[src/rtl/mul_seq_booth_pkg.sv]
// Shared definitions for the sequential radix-2 Booth multiplier:
// default width, FSM state encoding and Booth recoding of {Q[0], q_1}.
package mul_seq_booth_pkg;

  localparam int MUL_WIDTH = 6;

  typedef enum logic [1:0] {
    IDLE = 2'd0,
    LOAD = 2'd1,
    CALC = 2'd2,
    DONE = 2'd3
  } state_e;

  typedef enum logic [1:0] {
    BOOTH_NOP = 2'd0,
    BOOTH_ADD = 2'd1,
    BOOTH_SUB = 2'd2
  } booth_op_e;

  function automatic booth_op_e booth_decode(input logic q0, input logic q_1);
    case ({q0, q_1})
      2'b01:   return BOOTH_ADD;
      2'b10:   return BOOTH_SUB;
      default: return BOOTH_NOP;
    endcase
  endfunction

endpackage

[src/rtl/mul_seq_booth_step.sv]
// One radix-2 Booth iteration: conditional add/sub of M into A, then an
// arithmetic right shift of {A, Q, q_1}. Holds the only adder of the design.
module mul_seq_booth_step
  import mul_seq_booth_pkg::*;
#(
  parameter int WIDTH = MUL_WIDTH
) (
  input  logic [WIDTH:0]   acc_i,
  input  logic [WIDTH-1:0] m_i,
  input  logic             q0_i,
  input  logic             q_1_i,
  output logic [WIDTH:0]   acc_o,
  output logic             q_msb_o,
  output logic             q_1_o
);

  logic signed [WIDTH:0] m_sx;
  logic signed [WIDTH:0] acc_s;
  logic signed [WIDTH:0] sum;

  // A carries one guard bit so subtracting the most negative M cannot wrap.
  assign m_sx  = {m_i[WIDTH-1], m_i};
  assign acc_s = acc_i;

  always_comb begin
    sum = acc_s;
    case (booth_decode(q0_i, q_1_i))
      BOOTH_ADD: sum = acc_s + m_sx;
      BOOTH_SUB: sum = acc_s - m_sx;
      default:   sum = acc_s;
    endcase
  end

  assign acc_o   = {sum[WIDTH], sum[WIDTH:1]};
  assign q_msb_o = sum[0];
  assign q_1_o   = q0_i;

endmodule

[src/rtl/mul_seq_booth.sv]
// Multi-cycle signed multiplier: FSM, iteration counter and operand/result
// registers around a single Booth step slice. WIDTH+2 cycles per product.
module mul_seq_booth
  import mul_seq_booth_pkg::*;
#(
  parameter int WIDTH = MUL_WIDTH,
  parameter int CNT_W = 3
) (
  input  logic               clk,
  input  logic               rst,
  input  logic               start,
  input  logic [WIDTH-1:0]   a,
  input  logic [WIDTH-1:0]   b,
  output logic               busy,
  output logic               done,
  output logic [2*WIDTH-1:0] out
);

  localparam logic [CNT_W-1:0] CNT_LAST = CNT_W'(WIDTH - 1);

  state_e               state_q, state_d;
  logic [CNT_W-1:0]     cnt_q, cnt_d;
  logic [WIDTH-1:0]     m_q, m_d;
  logic [WIDTH:0]       acc_q, acc_d;
  logic [WIDTH-1:0]     q_q, q_d;
  logic                 qm1_q, qm1_d;
  logic                 busy_q, busy_d;
  logic                 done_q, done_d;
  logic [2*WIDTH-1:0]   out_q, out_d;

  logic [WIDTH:0]       acc_nx;
  logic                 qin_nx;
  logic                 qm1_nx;
  logic [WIDTH-1:0]     q_nx;

  mul_seq_booth_step #(.WIDTH(WIDTH)) u_step (
    .acc_i   (acc_q),
    .m_i     (m_q),
    .q0_i    (q_q[0]),
    .q_1_i   (qm1_q),
    .acc_o   (acc_nx),
    .q_msb_o (qin_nx),
    .q_1_o   (qm1_nx)
  );

  assign q_nx = {qin_nx, q_q[WIDTH-1:1]};

  always_comb begin
    state_d = state_q;
    cnt_d   = cnt_q;
    m_d     = m_q;
    acc_d   = acc_q;
    q_d     = q_q;
    qm1_d   = qm1_q;
    busy_d  = busy_q;
    done_d  = 1'b0;
    out_d   = out_q;
    case (state_q)
      IDLE, DONE: begin
        busy_d = 1'b0;
        if (state_q == DONE) state_d = IDLE;
        // Operands are captured on the accepting edge, so later a/b changes are ignored.
        if (start) begin
          state_d = LOAD;
          busy_d  = 1'b1;
          m_d     = a;
          acc_d   = '0;
          q_d     = b;
          qm1_d   = 1'b0;
          cnt_d   = '0;
        end
      end
      LOAD: state_d = CALC;
      CALC: begin
        acc_d = acc_nx;
        q_d   = q_nx;
        qm1_d = qm1_nx;
        cnt_d = cnt_q + 1'b1;
        if (cnt_q == CNT_LAST) begin
          state_d = DONE;
          busy_d  = 1'b0;
          done_d  = 1'b1;
          out_d   = {acc_nx[WIDTH-1:0], q_nx};
        end
      end
      default: state_d = IDLE;
    endcase
  end

  always_ff @(posedge clk or posedge rst) begin
    if (rst) begin
      state_q <= IDLE;
      cnt_q   <= '0;
      m_q     <= '0;
      acc_q   <= '0;
      q_q     <= '0;
      qm1_q   <= 1'b0;
      busy_q  <= 1'b0;
      done_q  <= 1'b0;
      out_q   <= '0;
    end else begin
      state_q <= state_d;
      cnt_q   <= cnt_d;
      m_q     <= m_d;
      acc_q   <= acc_d;
      q_q     <= q_d;
      qm1_q   <= qm1_d;
      busy_q  <= busy_d;
      done_q  <= done_d;
      out_q   <= out_d;
    end
  end

  assign busy = busy_q;
  assign done = done_q;
  assign out  = out_q;

endmodule

[config.mk]
export PLATFORM = sky130hd
export DESIGN_NAME = mul_seq_booth
export DESIGN_NICKNAME = d
export VERILOG_FILES = /design/src/rtl/mul_seq_booth_pkg.sv /design/src/rtl/mul_seq_booth_step.sv /design/src/rtl/mul_seq_booth.sv
export SDC_FILE = /design/constraint.sdc
export NUM_CORES = 1
export LEC_CHECK = 0
export ABC_AREA = 1
export CORE_MARGIN = 3
export CORE_UTILIZATION = 35
export CTS_BUF_LIST = sky130_fd_sc_hd__clkbuf_4
export DETAILED_ROUTE_END_ITERATION = 8
export GPL_ROUTABILITY_DRIVEN = 0
export SETUP_SLACK_MARGIN = 0.1
export SYNTH_ARGS = -nofsm -noshare
export SYNTH_HDL_FRONTEND = slang
export SYNTH_SLANG_ARGS = --single-unit
[constraint.sdc]
create_clock -name clk -period 2.2 [get_ports clk]
set_input_delay 0.22 -clock clk [delete_from_list [all_inputs] [get_ports clk]]
set_output_delay 0.22 -clock clk [all_outputs]
set_load 0.02 [all_outputs]
# Word-level counts from Yosys, hierarchy flattened
# Index checks and enable logic that the tools add are counted.
dict set report word_totals {
  ff_bits 39
  input_bits 15
  out_inout_bits 14
}
dict set report op_classes {
  n_addsub 3
  n_eq_ne 11
  n_mux 19
  n_reduce_logical 8
}
# operator n
set op_table {}
lappend op_table {{$pmux W7 S2} 2}
lappend op_table {{$pmux W6 S2} 1}
lappend op_table {{$reduce_and A2 Y1} 5}
lappend op_table {{$eq A2 B2 Y1 const B} 4}
lappend op_table {{$add A7 B6 Y7} 1}
lappend op_table {{$mux W7} 1}
lappend op_table {{$sub A7 B6 Y7} 1}
lappend op_table {{$eq A2 B1 Y1 const B} 3}
lappend op_table {{$mux W2} 3}
lappend op_table {{$mux W6} 1}
lappend op_table {{$pmux W2 S3} 1}
lappend op_table {{$pmux W3 S2} 1}
lappend op_table {{$mux W1} 5}
lappend op_table {{$ne A2 B2 Y1 const B} 2}
lappend op_table {{$pmux W1 S2} 2}
lappend op_table {{$pmux W2 S2} 1}
lappend op_table {{$add A3 B1 Y3 const B} 1}
lappend op_table {{$eq A3 B3 Y1 const B} 1}
lappend op_table {{$mux W3} 1}
lappend op_table {{$ne A3 B3 Y1 const B} 1}
lappend op_table {{$logic_not A2 Y1} 1}
lappend op_table {{$reduce_bool A2 Y1} 1}
lappend op_table {{$reduce_or A2 Y1} 1}

# Longest topological paths before layout
# Gate-level depths: netlist (run 1).
dict set report logic_depth {
  depth_word 5
  ltp_mapped 18
  depth_no_buf 18
}

# Modules after synthesis
# Synthesis (run 1) repeated with hierarchy kept, for this count alone.
dict set report unflattened {
  cells_unflattened 282
  area_unflattened_um2 2252.2
}
# mod n_inst cells_per_inst area_per_inst_um2 seq_area_each_um2
set by_module_without_submodules {}
lappend by_module_without_submodules {mul_seq_booth 1 190 1715.4 975.9}
lappend by_module_without_submodules {mul_seq_booth_step 1 92 536.8 0.0}

# Least setup slack after synthesis (run 1)
# No wires, ideal clock.
dict set report synth_timing {
  path_kind {register to register}
  startpoint {register qm1_q}
  endpoint {register acc_q[5]}
  t_arrival_ns 2.003
  slack_ns 0.080
  stages_incl_launch_ff 19
  n_path_buf 0
  cell_sequence {dfrtp_1 inv_1 ha_1 inv_1 o31ai_1 nand2_1 xor2_1 ha_1 nand2_1 nor2_1 nand2_1 nand3_1 inv_1 nand2_1 nand3_1 nand2_1 nand2_1 nand2_1 nand2_1}
}
dict set report synth_via {
  elab_chain_cells 5
  elab_cells_between_ends 7
  classes_between {eq/ne (4); mux (3)}
}
# item line_no
set synth_lines {}
lappend synth_lines {{from (decl)} mul_seq_booth.sv:26} ;# logic qm1_q, qm1_d;
lappend synth_lines {{from (signal assigned)} mul_seq_booth.sv:107} ;# qm1_q <= qm1_d;
lappend synth_lines {{$eq A2 B2 Y1 or $eq A2 B1 Y1 (tied branches)} mul_seq_booth_pkg.sv:21} ;# case ({q0, q_1})
lappend synth_lines {{$pmux W2 S2 *} mul_seq_booth_pkg.sv:21}
lappend synth_lines {{$eq A2 B2 Y1 or $eq A2 B1 Y1 (tied branches)} mul_seq_booth_step.sv:27} ;# case (booth_decode(q0_i, q_1_i))
lappend synth_lines {{$pmux W7 S2 *} mul_seq_booth_step.sv:27}
lappend synth_lines {{$pmux W7 S2 *} mul_seq_booth.sv:58} ;# case (state_q)
lappend synth_lines {{to (signal assigned)} mul_seq_booth.sv:95} ;# acc_q <= '0;
lappend synth_lines {{to (signal assigned)} mul_seq_booth.sv:105} ;# acc_q <= acc_d;
lappend synth_lines {{to (decl)} mul_seq_booth.sv:24} ;# logic [WIDTH:0] acc_q, acc_d;
# Mark *: on every way between the ends. The rest lies on a longest branch, timed or not.
# A chain may end at the register's enable or synchronous reset.

# Worst setup path in the final report (run 1)
dict set report layout_timing {
  startpoint {register m_q[0]}
  endpoint {register acc_q[5]}
}
dict set report layout_via {
  elab_chain_cells 3
  elab_cells_between_ends 4
  classes_between {add/sub (2); mux (2)}
}
# item line_no
set layout_lines {}
lappend layout_lines {{from (decl)} mul_seq_booth.sv:23} ;# logic [WIDTH-1:0] m_q, m_d;
lappend layout_lines {{from (signal assigned)} mul_seq_booth.sv:104} ;# m_q <= m_d;
lappend layout_lines {{$sub A7 B6 Y7 or $add A7 B6 Y7 (tied branches)} {mul_seq_booth_step.sv:29, mul_seq_booth_step.sv:28}}
lappend layout_lines {{$pmux W7 S2 *} mul_seq_booth_step.sv:27}
lappend layout_lines {{$pmux W7 S2 *} mul_seq_booth.sv:58}
# Marked as above.

==> results of run 1 <==
-- how the worst max path moves through the flow --
stage                 from        to  slack [ps]
finish              m_q[0]  acc_q[5]          20
global route        m_q[0]  acc_q[5]        -120
CTS                 m_q[1]   out[11]          60
detailed placement  m_q[0]  acc_q[5]         -70
global placement    m_q[0]   out[11]         -20
floorplan            qm1_q  acc_q[5]         110
-- power by group through the flow --
stage,Sequential [mW],Clock [mW],Combinational (mW)
after floorplan,1.23,0,1.65
after global placement,1.16,0,2.44
after detailed placement,1.16,0,2.47
after CTS,1.16,0.623,2.86
after global routing,1.21,0.655,3.52
final,1.18,0.614,3.13
-- flip-flops by register name, summed over array words and instances, names as in the netlist --
signal and count:
done 1, qm1_q 1, busy 1, acc_q 6, m_q 6, cnt_q 3, state_q 2, q_q 6
out 12
-- placed cells by master, fill, tap and decap left out, drive strengths merged --
cell type and instances:
a21oi 7, buf 16, or2 1, bufinv 2, nor3 2, inv 37, clkinv 2, o211ai 2
o31ai 2, clkbuf 5, nand2 83, dfrtp 38, a21o 1, a22oi 1, ha 12, nand3 7
xor2 3, o221ai 4, nor2 9, nand3b 1, fa 1, o21ai 28, o22ai 3, clkdlybuf4s50 28
nand4 2
-- area by class of cell --
class / instances / share of cell area [%]
multi-input combinational: 169 / 38.3
sequential: 38 / 34.3
timing repair buffer: 44 / 15.0
inverter: 38 / 5.41
tap: 72 / 3.25
clock inverter: 3 / 2.48
clock buffer: 5 / 1.35
-- worst max-delay path: cells and delay by family, from the launching register on --
family / cells / cell delay [ps]
AND/OR/NAND/NOR: 10 / 750
flip-flops: 1 / 440
adder cells (fa/ha/maj): 1 / 330
AO/OA/AOI/OAI: 1 / 250
buffers and inverters: 2 / 170
XOR/XNOR: 1 / 150
-- kinds of logic after synthesis --
| logic type | share of synthesized area, % |
|---|---|
| simple gates | 21.3 |
| compound gates | 14.5 |
| buf+inv | 8.13 |
| flops | 46.5 |
| fa+ha+maj | 8.32 |
| xor+xnor | 1.28 |
-- metal layers --
layer	global-route usage, %	wire [um]
met5	0	0
met4	4.49	42
met3	3.90	113
met2	27.9	2330
met1	16.9	2030
-- timing repair --
item	in CTS	in global routing
resized for setup	20	22
buffers inserted	6	1
pin swaps	12	15
endpoints found under the setup margin	10	12
hold endpoints to repair	0	0
==> metrics.md, run 1 <==
| Metric | Value |
|---|---|
| Status | `completed` |
| Worst hold slack | `253 ps` |
| Sw Share | `roughly 45%` |
| FF+latch count, synth | `38` |
| Cell area after placement | `2470 um^2` |
| Fmax | `between 400 and 500 MHz` |
| Final hold vios | `0` |
| Layout cells sized above 1 | `23.2%` |
| Top cell by count, worst path | `nand2_1` |
| Worst setup SP type | `flip-flop` |
| IO Pins | `29` |
| Combinational group share of total power | `roughly 64%` |
| Initial core utilization | `a little under two fifths` |
| CORE AREA | `between 5000 and 6000 um^2` |
| Largest net degree at the start of global routing | `39` |
| Clk sinks | `38` |
| GRT overflow | `0` |
| Pre-Repair DR Iteration Count | `4` |
| Fin cells | `369` |
| Num CTS Buffers | `5` |
| P_leak | `around 1.3 nW` |
| # nets final | `~320` |
| Count of routing violations after the opening detailed-route iteration | `45` |
| Post-route setup TNS | `0 ps` |
| Post-Synthesis Cell Area | `about 2000 um^2` |
| Critical Path Slowest Stage Cell | `dfrtp_1` |
| Post-Syn Nets | `between 200 and 300` |
| Worst EP required | `about 2500 ps` |
| Synth top area cells | `dfrtp_1, nand2_1, ha_1` |
| Reg2reg path depth | `15` |
| Element type at the critical path end | `flip-flop` |
| Pre-CTS setup slack | `-72.6 ps` |
| Filler Cell Count | `approximately 540` |
| Clock share of power | `roughly an eighth` |
| Fin util | `49.8%` |
| Clk_lat worst skew | `350 ps` |
| Pint | `~2.7 mW` |
| Die height | `between 80 and 90 um` |
| GRT Total Usage | `between 10% and 20%` |
| DR vias | `1754` |
| Flop2flop setup slack | `20 ps` |
| Die area | `approximately 6800 um^2` |
| Period utilisation layout | `slightly below 100%` |
| Biggest area consumer among synthesized cells | `dfrtp_1` |
| Fin Clk Skew | `roughly 5.9 ps` |
| Post-synth EDFFs | `0` |
| First-pass GRT wire length | `around 7900 um` |
| CTS tree | `yes` |
| Reg clk slew, reported paths | `around 130 ps` |
| Avg Cell Area, Syn | `8.25 um^2` |
| Ant diodes | `0` |
| CP peak stage delay | `~440 ps` |
| Slew @ Worst Pin | `483 ps` |
| Maximum fanout along the worst path | `3` |
| Seq/Total Area, Yosys | `between 40% and 50%` |
| Post-route DRC | `0` |
| Share of the synthesized area in the top cell type | `a little under half` |
| Vias in the first global route | `1805` |
| Final Slew Violations | `0` |
| Post-route ant nets | `0` |
| Initial antenna violation count | `0` |
| Area Overhead vs Synth | `35.7%` |
| NetSw | `~2.2 mW` |
| Cell variety after synth | `29` |
| Total wire length | `between 4000 and 5000 um` |
| Cts hold-fix bufs | `0` |
| Number of port buffers | `28` |
| Final HPWL DP | `3160 um` |
| Post-DR wirelength/cell | `roughly 12 um` |
| Crit Reg-Reg Startpoint | `m_q[0]` |
| Total power | `around 4.9 mW` |
| Yosys warns | `0` |
| Most instantiated cells after synthesis | `nand2_1, dfrtp_1, inv_1, o21ai_0, ha_1` |
| Footprint of the multi-input gates | `roughly 1100 um^2` |
| Max-capacitance violation count | `0` |
| Placed instance count | `between 300 and 400` |
| Cell Rows | `27` |
| Max_slew headroom | `about two thirds` |
| Minimum clock period | `about 2200 ps` |
| H-tree depth | `2` |
| Pwr Density | `approximately 1800 nW/um^2` |
| Clk root buf | `clkbuf_4` |
| Clock Path Buffers | `2` |
| Crit path DAT | `around 2400 ps` |
| Reg2reg end | `acc_q[5]` |
| Min-delay worst type | `in -> async` |
| Final setup violation count | `0` |
| Setup CP Type | `reg -> reg` |
| Vias/cell | `~4.8` |
| Final Instance Area | `between 2000 and 3000 um^2` |
| Cells after Synth | `248` |
| Seq pwr share | `a little under a quarter` |
| Flip-flop and latch area | `roughly 950 um^2` |
| Die X | `82.5 um` |
| Count leader, synth | `nand2_1` |
| Setup WS post-layout | `around 20 ps` |
| Critical path cell sequence | `buf_6 -> o31ai_4 -> nand2_1 -> xor2_1 -> ha_1 -> nand2_2 -> inv_1 -> nand2_1 -> nand3_2 -> nand2_1 -> nand3_2 -> nand2_2 -> nand2_2 -> nand2_1 -> nand2_1` |
| Peak supply drop | `around 760 uV` |
| Fraction of registers with async set/reset | `100%` |
| Top FF cell, synth | `dfrtp_1` |
| RSZ-0062 raised after global routing | `yes` |
No activity file was read; power rests on OpenSTA's default activity.
==> run 2, diff against run 1 <==
--- a/config.mk
+++ b/config.mk
@@ -5,8 +5,6 @@
 export SDC_FILE = /design/constraint.sdc
 export NUM_CORES = 1
 export LEC_CHECK = 0
-export ABC_AREA = 1
-export CORE_MARGIN = 3
 export CORE_UTILIZATION = 35
 export CTS_BUF_LIST = sky130_fd_sc_hd__clkbuf_4
 export DETAILED_ROUTE_END_ITERATION = 8
==> constraint.sdc (replaced) <==
create_clock -name clk -period 2.2 [get_ports clk]
set_input_delay 0.55 -clock clk [delete_from_list [all_inputs] [get_ports clk]]
set_output_delay 0.55 -clock clk [all_outputs]
set_load 0.02 [all_outputs]
==> metrics.md, run 2 <==
| Metric | Value |
|---|---|
| Share of the synthesized area in the top cell type | `46.5% (about the same)` |
| Ant diodes | `0 (unchanged)` |
| IO Pins | `29 (unchanged)` |
| Layout cells sized above 1 | `27.6% (+4.3 points)` |
| Fmax | `410 MHz (-11%)` |
| Most common cell after layout, fill and taps aside | `dfrtp_1` |
| First-pass GRT wire length | `7800 um (-1.0%)` |
| Worst Path Buf+Inv | `0 (-2)` |
| Top FF cell, synth | `dfrtp_1` |
| Max reg flops | `12 (unchanged)` |
| Max-capacitance violation count | `0 (unchanged)` |
| Slew @ Worst Pin | `689 ps (+206 ps)` |
| Final Slew Violations | `0 (unchanged)` |
| Post-Syn Nets | `234 (-15%)` |
| P_leak | `1.25 nW (-6.0%)` |
| # nets final | `299 (-7.7%)` |
| Final setup violation count | `4 (+4)` |
| Clk root buf | `clkbuf_4` |
| DR vias | `1689 (-3.7%)` |
| Critical Path Slowest Stage Cell | `dfrtp_1` |
| Minimum clock period | `2440 ps (+257 ps)` |
| Largest net degree at the start of global routing | `39 (unchanged)` |
| GRT Total Usage | `16.4% (+1.3 points)` |
| Cts hold-fix bufs | `0 (unchanged)` |
| Vias/cell | `4.91 (+3.3%)` |
| Cells after Synth | `206 (-17%)` |
| Reg2reg end | `out[11]` |
| H-tree depth | `2 (unchanged)` |
| Critical path cell sequence | `ha_4 -> mux2i_2 -> fa_2 -> a21o_1 -> and4_4 -> or3_4 -> xnor2_2 -> mux2_1` |
| Area Overhead vs Synth | `36.2%` |
| Crit path DAT | `2670 ps (+240 ps)` |
| Yosys warns | `0 (unchanged)` |
| Total wire length | `4610 um (+2.2%)` |
| Die area | `6150 um^2 (-9.5%)` |
| Flop2flop setup slack | `-240 ps (-260 ps)` |
| Status | `complete, but fails checks` |
| Post-route ant nets | `0 (unchanged)` |
| Worst setup SP type | `flip-flop` |
| Max_slew headroom | `53.7% (-14 points)` |
| CORE AREA | `5570 um^2 (unchanged)` |
| Post-synth EDFFs | `0 (unchanged)` |
| Avg Cell Area, Syn | `9.92 um^2 (+20%)` |
| Biggest area consumer among synthesized cells | `dfrtp_1` |
| Peak supply drop | `720 uV (-5.1%)` |
| FF+latch count, synth | `38 (unchanged)` |
| Clk sinks | `38 (unchanged)` |
| Element type at the critical path end | `flip-flop` |
| Initial core utilization | `36.7% (about the same)` |
| Post-Synthesis Cell Area | `2040 um^2 (about the same)` |
| Min-delay worst type | `reg -> reg` |
| Clock Path Buffers | `2 (unchanged)` |
| Initial antenna violation count | `0 (unchanged)` |
| Worst hold start | `out[6]` |
| Worst EP required | `2430 ps (-20 ps)` |
| Failing checks | `negative setup slack` |
| Die height | `78.4 um (-4.9%)` |
| Hold depth | `2` |
| Reg clk slew, reported paths | `120 ps (about the same)` |
| Most instantiated cells after synthesis | `dfrtp_1, nand2_1, o21ai_0, nor2_1, inv_1` |
| Vias in the first global route | `1587 (-12%)` |
| Final hold vios | `0 (unchanged)` |
| Seq/Total Area, Yosys | `46.5% (about the same)` |
| CP peak stage delay | `430 ps (about the same)` |
| Worst hold slack | `491 ps (+238 ps)` |
| Post-route DRC | `0 (unchanged)` |
| Fin Clk Skew | `7.81 ps (+1.88 ps)` |
| Setup CP Type | `reg -> reg` |
| Crit Reg-Reg Startpoint | `q_q[0]` |
| Cell variety after synth | `37 (+28%)` |
| Number of port buffers | `28 (unchanged)` |
| Delay-heaviest family, CP | `adder cells` |
| Pwr Density | `1930 nW/um^2 (+9.2%)` |
| GRT overflow | `0 (unchanged)` |
| Pre-Repair DR Iteration Count | `4 (unchanged)` |
| Most frequent cells in the layout | `dfrtp_1, buf_4, clkdlybuf4s50_1, nand2_1, nor2_1` |
| Num CTS Buffers | `5 (unchanged)` |
| Clk_lat worst skew | `340 ps (about the same)` |
| RSZ-0062 raised after global routing | `yes` |
| Synth top area cells | `dfrtp_1, ha_1, mux2_2` |
| CTS tree | `yes` |
| Post-route setup TNS | `-706 ps (-706 ps)` |
| Hold Path End | `out[6]` |
| Die X | `78.4 um (-4.9%)` |
| Post-DR wirelength/cell | `13.4 um (+9.6%)` |
| Count of routing violations after the opening detailed-route iteration | `100 (+120%)` |
| Fraction of registers with async set/reset | `100% (unchanged)` |
| Period utilisation layout | `111% (+12 points)` |
| Setup WS post-layout | `-237 ps (-257 ps)` |
| Count leader, synth | `dfrtp_1` |
| Final HPWL DP | `3460 um (+9.7%)` |
| Cell Rows | `27 (unchanged)` |
| Maximum fanout along the worst path | `6 (+3)` |
| Reg2reg path depth | `8 (-7)` |
| Crit path from | `q_q[0]` |
==> run 2: power breakdown <==
group | internal [mW] | total (mW) | switching [mW]
combinational | 1.97 | 3.80 | 1.83
clock | 0.119 | 0.359 | 0.240
sequential | 1.02 | 1.23 | 0.211
total | 3.10 | 5.39 | 2.28
==> run 2: area by class of cell <==
cell class	instances	area, um^2
Timing Repair Buffer	64	551
Clock buffer	5	37.5
Tap cell	72	90.1
Clock inverter	3	16.3
Inverter	14	52.6
Multi-Input combinational cell	148	1090
Sequential cell	38	951
Fill cell	543	2790
==> run 2: worst max path at each step <==
stage	end	slack [ps]	depth (start not counted)
after floorplan	out[11]	-320	9
after global placement	out[11]	-260	10
after detailed placement	out[11]	-270	10
after CTS	out[11]	-250	8
after global routing	out[11]	-310	9
final	out[11]	-240	8
==> run 2: cell families after synthesis <==
group	count (synthesis)	share of synthesized area, %
compound gates	55	16.0
simple gates	55	12.5
flops	38	46.5
buf+inv	20	3.73
mux	17	9.12
fa+ha+maj	13	8.32
xor+xnor	8	3.79
==> run 2: metal layers <==
metal	global-route usage, %	share of wire (%)	wire [um]
met1	24.1	48	2240
met2	24.7	47	2190
met3	3.26	3.0	138
met4	3.89	1.0	48
met5	0	0	0
==> run 2: metrics by stage <==
| step | cell area, um^2 | setup slack (ps) | power, mW | instances | util (%) |
|---|---|---|---|---|---|
| finish | 2780 | -237 | 5.39 | 344 | 49.9 |
| global route | 2780 | -307 | 5.86 | 344 | 49.9 |
| CTS | 2770 | -246 | 5.40 | 344 | 49.7 |
| detailed placement | 2660 | -274 | 4.84 | 334 | 47.7 |
| global placement | 2660 | -256 | 4.77 | 334 | 47.7 |
| floorplan | 2070 | -316 | 3.44 | 206 | - |
==> run 2: worst min-delay path, cell delays in order (launching register included) <==
cell,delay (ps)
dfrtp_1,360
nand2_1,40
o21ai_0,60
==> run 2: timing repair <==
| item | in CTS | in global routing |
|---|---|---|
| resized for setup | 14 | 3 |
| pin swaps | 3 | 2 |
| setup endpoints to repair | 8 | 10 |
| buffers inserted | 2 | 0 |
==> run 3, diff against run 2 <==
--- a/config.mk
+++ b/config.mk
@@ -5,6 +5,8 @@
 export SDC_FILE = /design/constraint.sdc
 export NUM_CORES = 1
 export LEC_CHECK = 0
+export CAP_MARGIN = 20
+export CORE_ASPECT_RATIO = 0.8
 export CORE_UTILIZATION = 35
 export CTS_BUF_LIST = sky130_fd_sc_hd__clkbuf_4
 export DETAILED_ROUTE_END_ITERATION = 8
==> metrics.md, run 3 (same netlist as run 2, synthesis figures left out) <==
| Metric | Value |
|---|---|
| Final setup violation count | `4 (unchanged)` |
| Minimum clock period | `2460 ps (+21.0 ps)` |
| Max-capacitance violation count | `0 (unchanged)` |
| GRT overflow | `0 (unchanged)` |
| DR vias | `1697 (+0.47%)` |
| Vias in the first global route | `1627 (+2.5%)` |
| CTS tree | `yes` |
| Fmax | `407 MHz (-0.85%)` |
| Worst setup SP type | `flip-flop` |
| Area Overhead vs Synth | `40.2%` |
| Pre-Repair DR Iteration Count | `4 (unchanged)` |
| CORE AREA | `5530 um^2 (-0.88%)` |
| Initial antenna violation count | `0 (unchanged)` |
| Post-route DRC | `0 (unchanged)` |
| Clk root buf | `clkbuf_4` |
| Initial core utilization | `37.0% (+0.32 points)` |
| Crit path from | `m_q[0]` |
| Die area | `6150 um^2 (about the same)` |
| Element type at the critical path end | `flip-flop` |
| Layout cells sized above 1 | `28.5% (+0.94 points)` |
| Final Slew Violations | `0 (unchanged)` |
| Most common cell after layout, fill and taps aside | `dfrtp_1` |
| Slew @ Worst Pin | `717 ps (+28.2 ps)` |
| Clk_lat worst skew | `360 ps (+20 ps)` |
| Maximum fanout along the worst path | `2 (-4)` |
| Die X | `87.5 um (+12%)` |
| Clock Path Buffers | `2 (unchanged)` |
| GRT Total Usage | `16.5% (+0.087 points)` |
| Ant diodes | `0 (unchanged)` |
| Status | `complete, but fails checks` |
| Clk sinks | `38 (unchanged)` |
| Crit path DAT | `2720 ps (+50 ps)` |
| Fin Clk Skew | `12.4 ps (+4.62 ps)` |
| Failing checks | `negative setup slack` |
| Die height | `70.4 um (-10%)` |
| Count of routing violations after the opening detailed-route iteration | `91 (-9.0%)` |
| Post-DR wirelength/cell | `13.3 um (-0.53%)` |
| RSZ-0062 raised after global routing | `yes` |
| Setup WS post-layout | `-258 ps (-21.0 ps)` |
| Reg clk slew, reported paths | `130 ps (about the same)` |
| Min-delay worst type | `reg -> reg` |
| H-tree depth | `2 (unchanged)` |
| Post-route ant nets | `0 (unchanged)` |
| Worst EP required | `2460 ps (+30 ps)` |
| IO Pins | `29 (unchanged)` |
| Vias/cell | `4.88 (-0.68%)` |
| First-pass GRT wire length | `7770 um (-0.36%)` |
| Fin util | `51.9% (+1.9 points)` |
| Setup CP Type | `reg -> reg` |
| # nets final | `297 (-0.67%)` |
| Final hold vios | `0 (unchanged)` |
| Max_slew headroom | `51.9% (-1.9 points)` |
| Worst hold start | `out[7]` |
| Most frequent cells in the layout | `dfrtp_1, buf_4, clkdlybuf4s50_1, nand2_1, nor2_1` |
| Number of port buffers | `28 (unchanged)` |
| Crit Reg-Reg Startpoint | `m_q[0]` |
| Final HPWL DP | `3350 um (-3.2%)` |
| Worst hold slack | `498 ps (+6.48 ps)` |
| Largest net degree at the start of global routing | `39 (unchanged)` |
| Max reg flops | `12 (unchanged)` |
| Total wire length | `4640 um (+0.63%)` |
| Period utilisation layout | `112% (+0.95 points)` |
| Num CTS Buffers | `5 (unchanged)` |
| Cell Rows | `24 (-11%)` |
## run 3: cell types whose count changed in the layout (fill, tap and decap cells not counted), sizes merged
cell / previous run / this run
clkinvlp: 1 / 0
bufinv: 0 / 2
buf: 36 / 34
clkinv: 2 / 1
## run 3: final cells by class
cell class	instances	area, um^2
Fill cell	510	2660
Multi-Input combinational cell	148	1120
Sequential cell	38	951
Timing Repair Buffer	62	539
Tap cell	78	97.6
Clock inverter	3	63.8
Inverter	14	52.6
Clock buffer	5	37.5
## run 3: path summary, 6_finish.rpt
kind	to	slack, ps	depth (start not counted)
worst max-delay path	out[11]	-260	9
worst min register to register	out[7]	500	2
max in group asynchronous	acc_q[0]	1250	3
min in group asynchronous	acc_q[4]	590	3
worst min-delay path	out[7]	500	2
worst max register to register	out[11]	-260	9
## run 3: routing by layer
layer	track usage, %	vias up	wire (um)
li1	-	854	-
met5	0	-	0
met4	6.74	0	72
met2	23.9	32	2050
met1	23.7	804	2370
met3	3.66	7	152
## run 3: timing repair
action	4_1_cts	5_1_grt
buffers inserted	3	1
cloned	0	0
hold buffers	0	0
endpoints found under the setup margin	6	8
pin swaps	9	8
hold endpoints to repair	0	0
gates resized for setup	13	12
## run 3: per-stage QoR
step	std cells	worst slack, ps	area (um^2)	setup TNS [ps]
after global placement	336	-268	2640	-917
after global routing	348	-335	2870	-1040
final	348	-258	2870	-715
after floorplan	206	-316	2070	-756
after CTS	347	-272	2810	-725
after detailed placement	336	-300	2640	-934
## run 3: critical path: stages (launching register included)
cell,delay [ps]
dfrtp_1,400
inv_2,70
ha_4,260
mux2i_2,80
fa_2,350
a21o_1,180
and4_4,190
or3_4,360
xnor2_4,170
mux2_4,310
Power of run 3 is left out: the tool's default activity adds up to more than one toggle a clock period on the data nets, which glitch-free logic cannot reach.
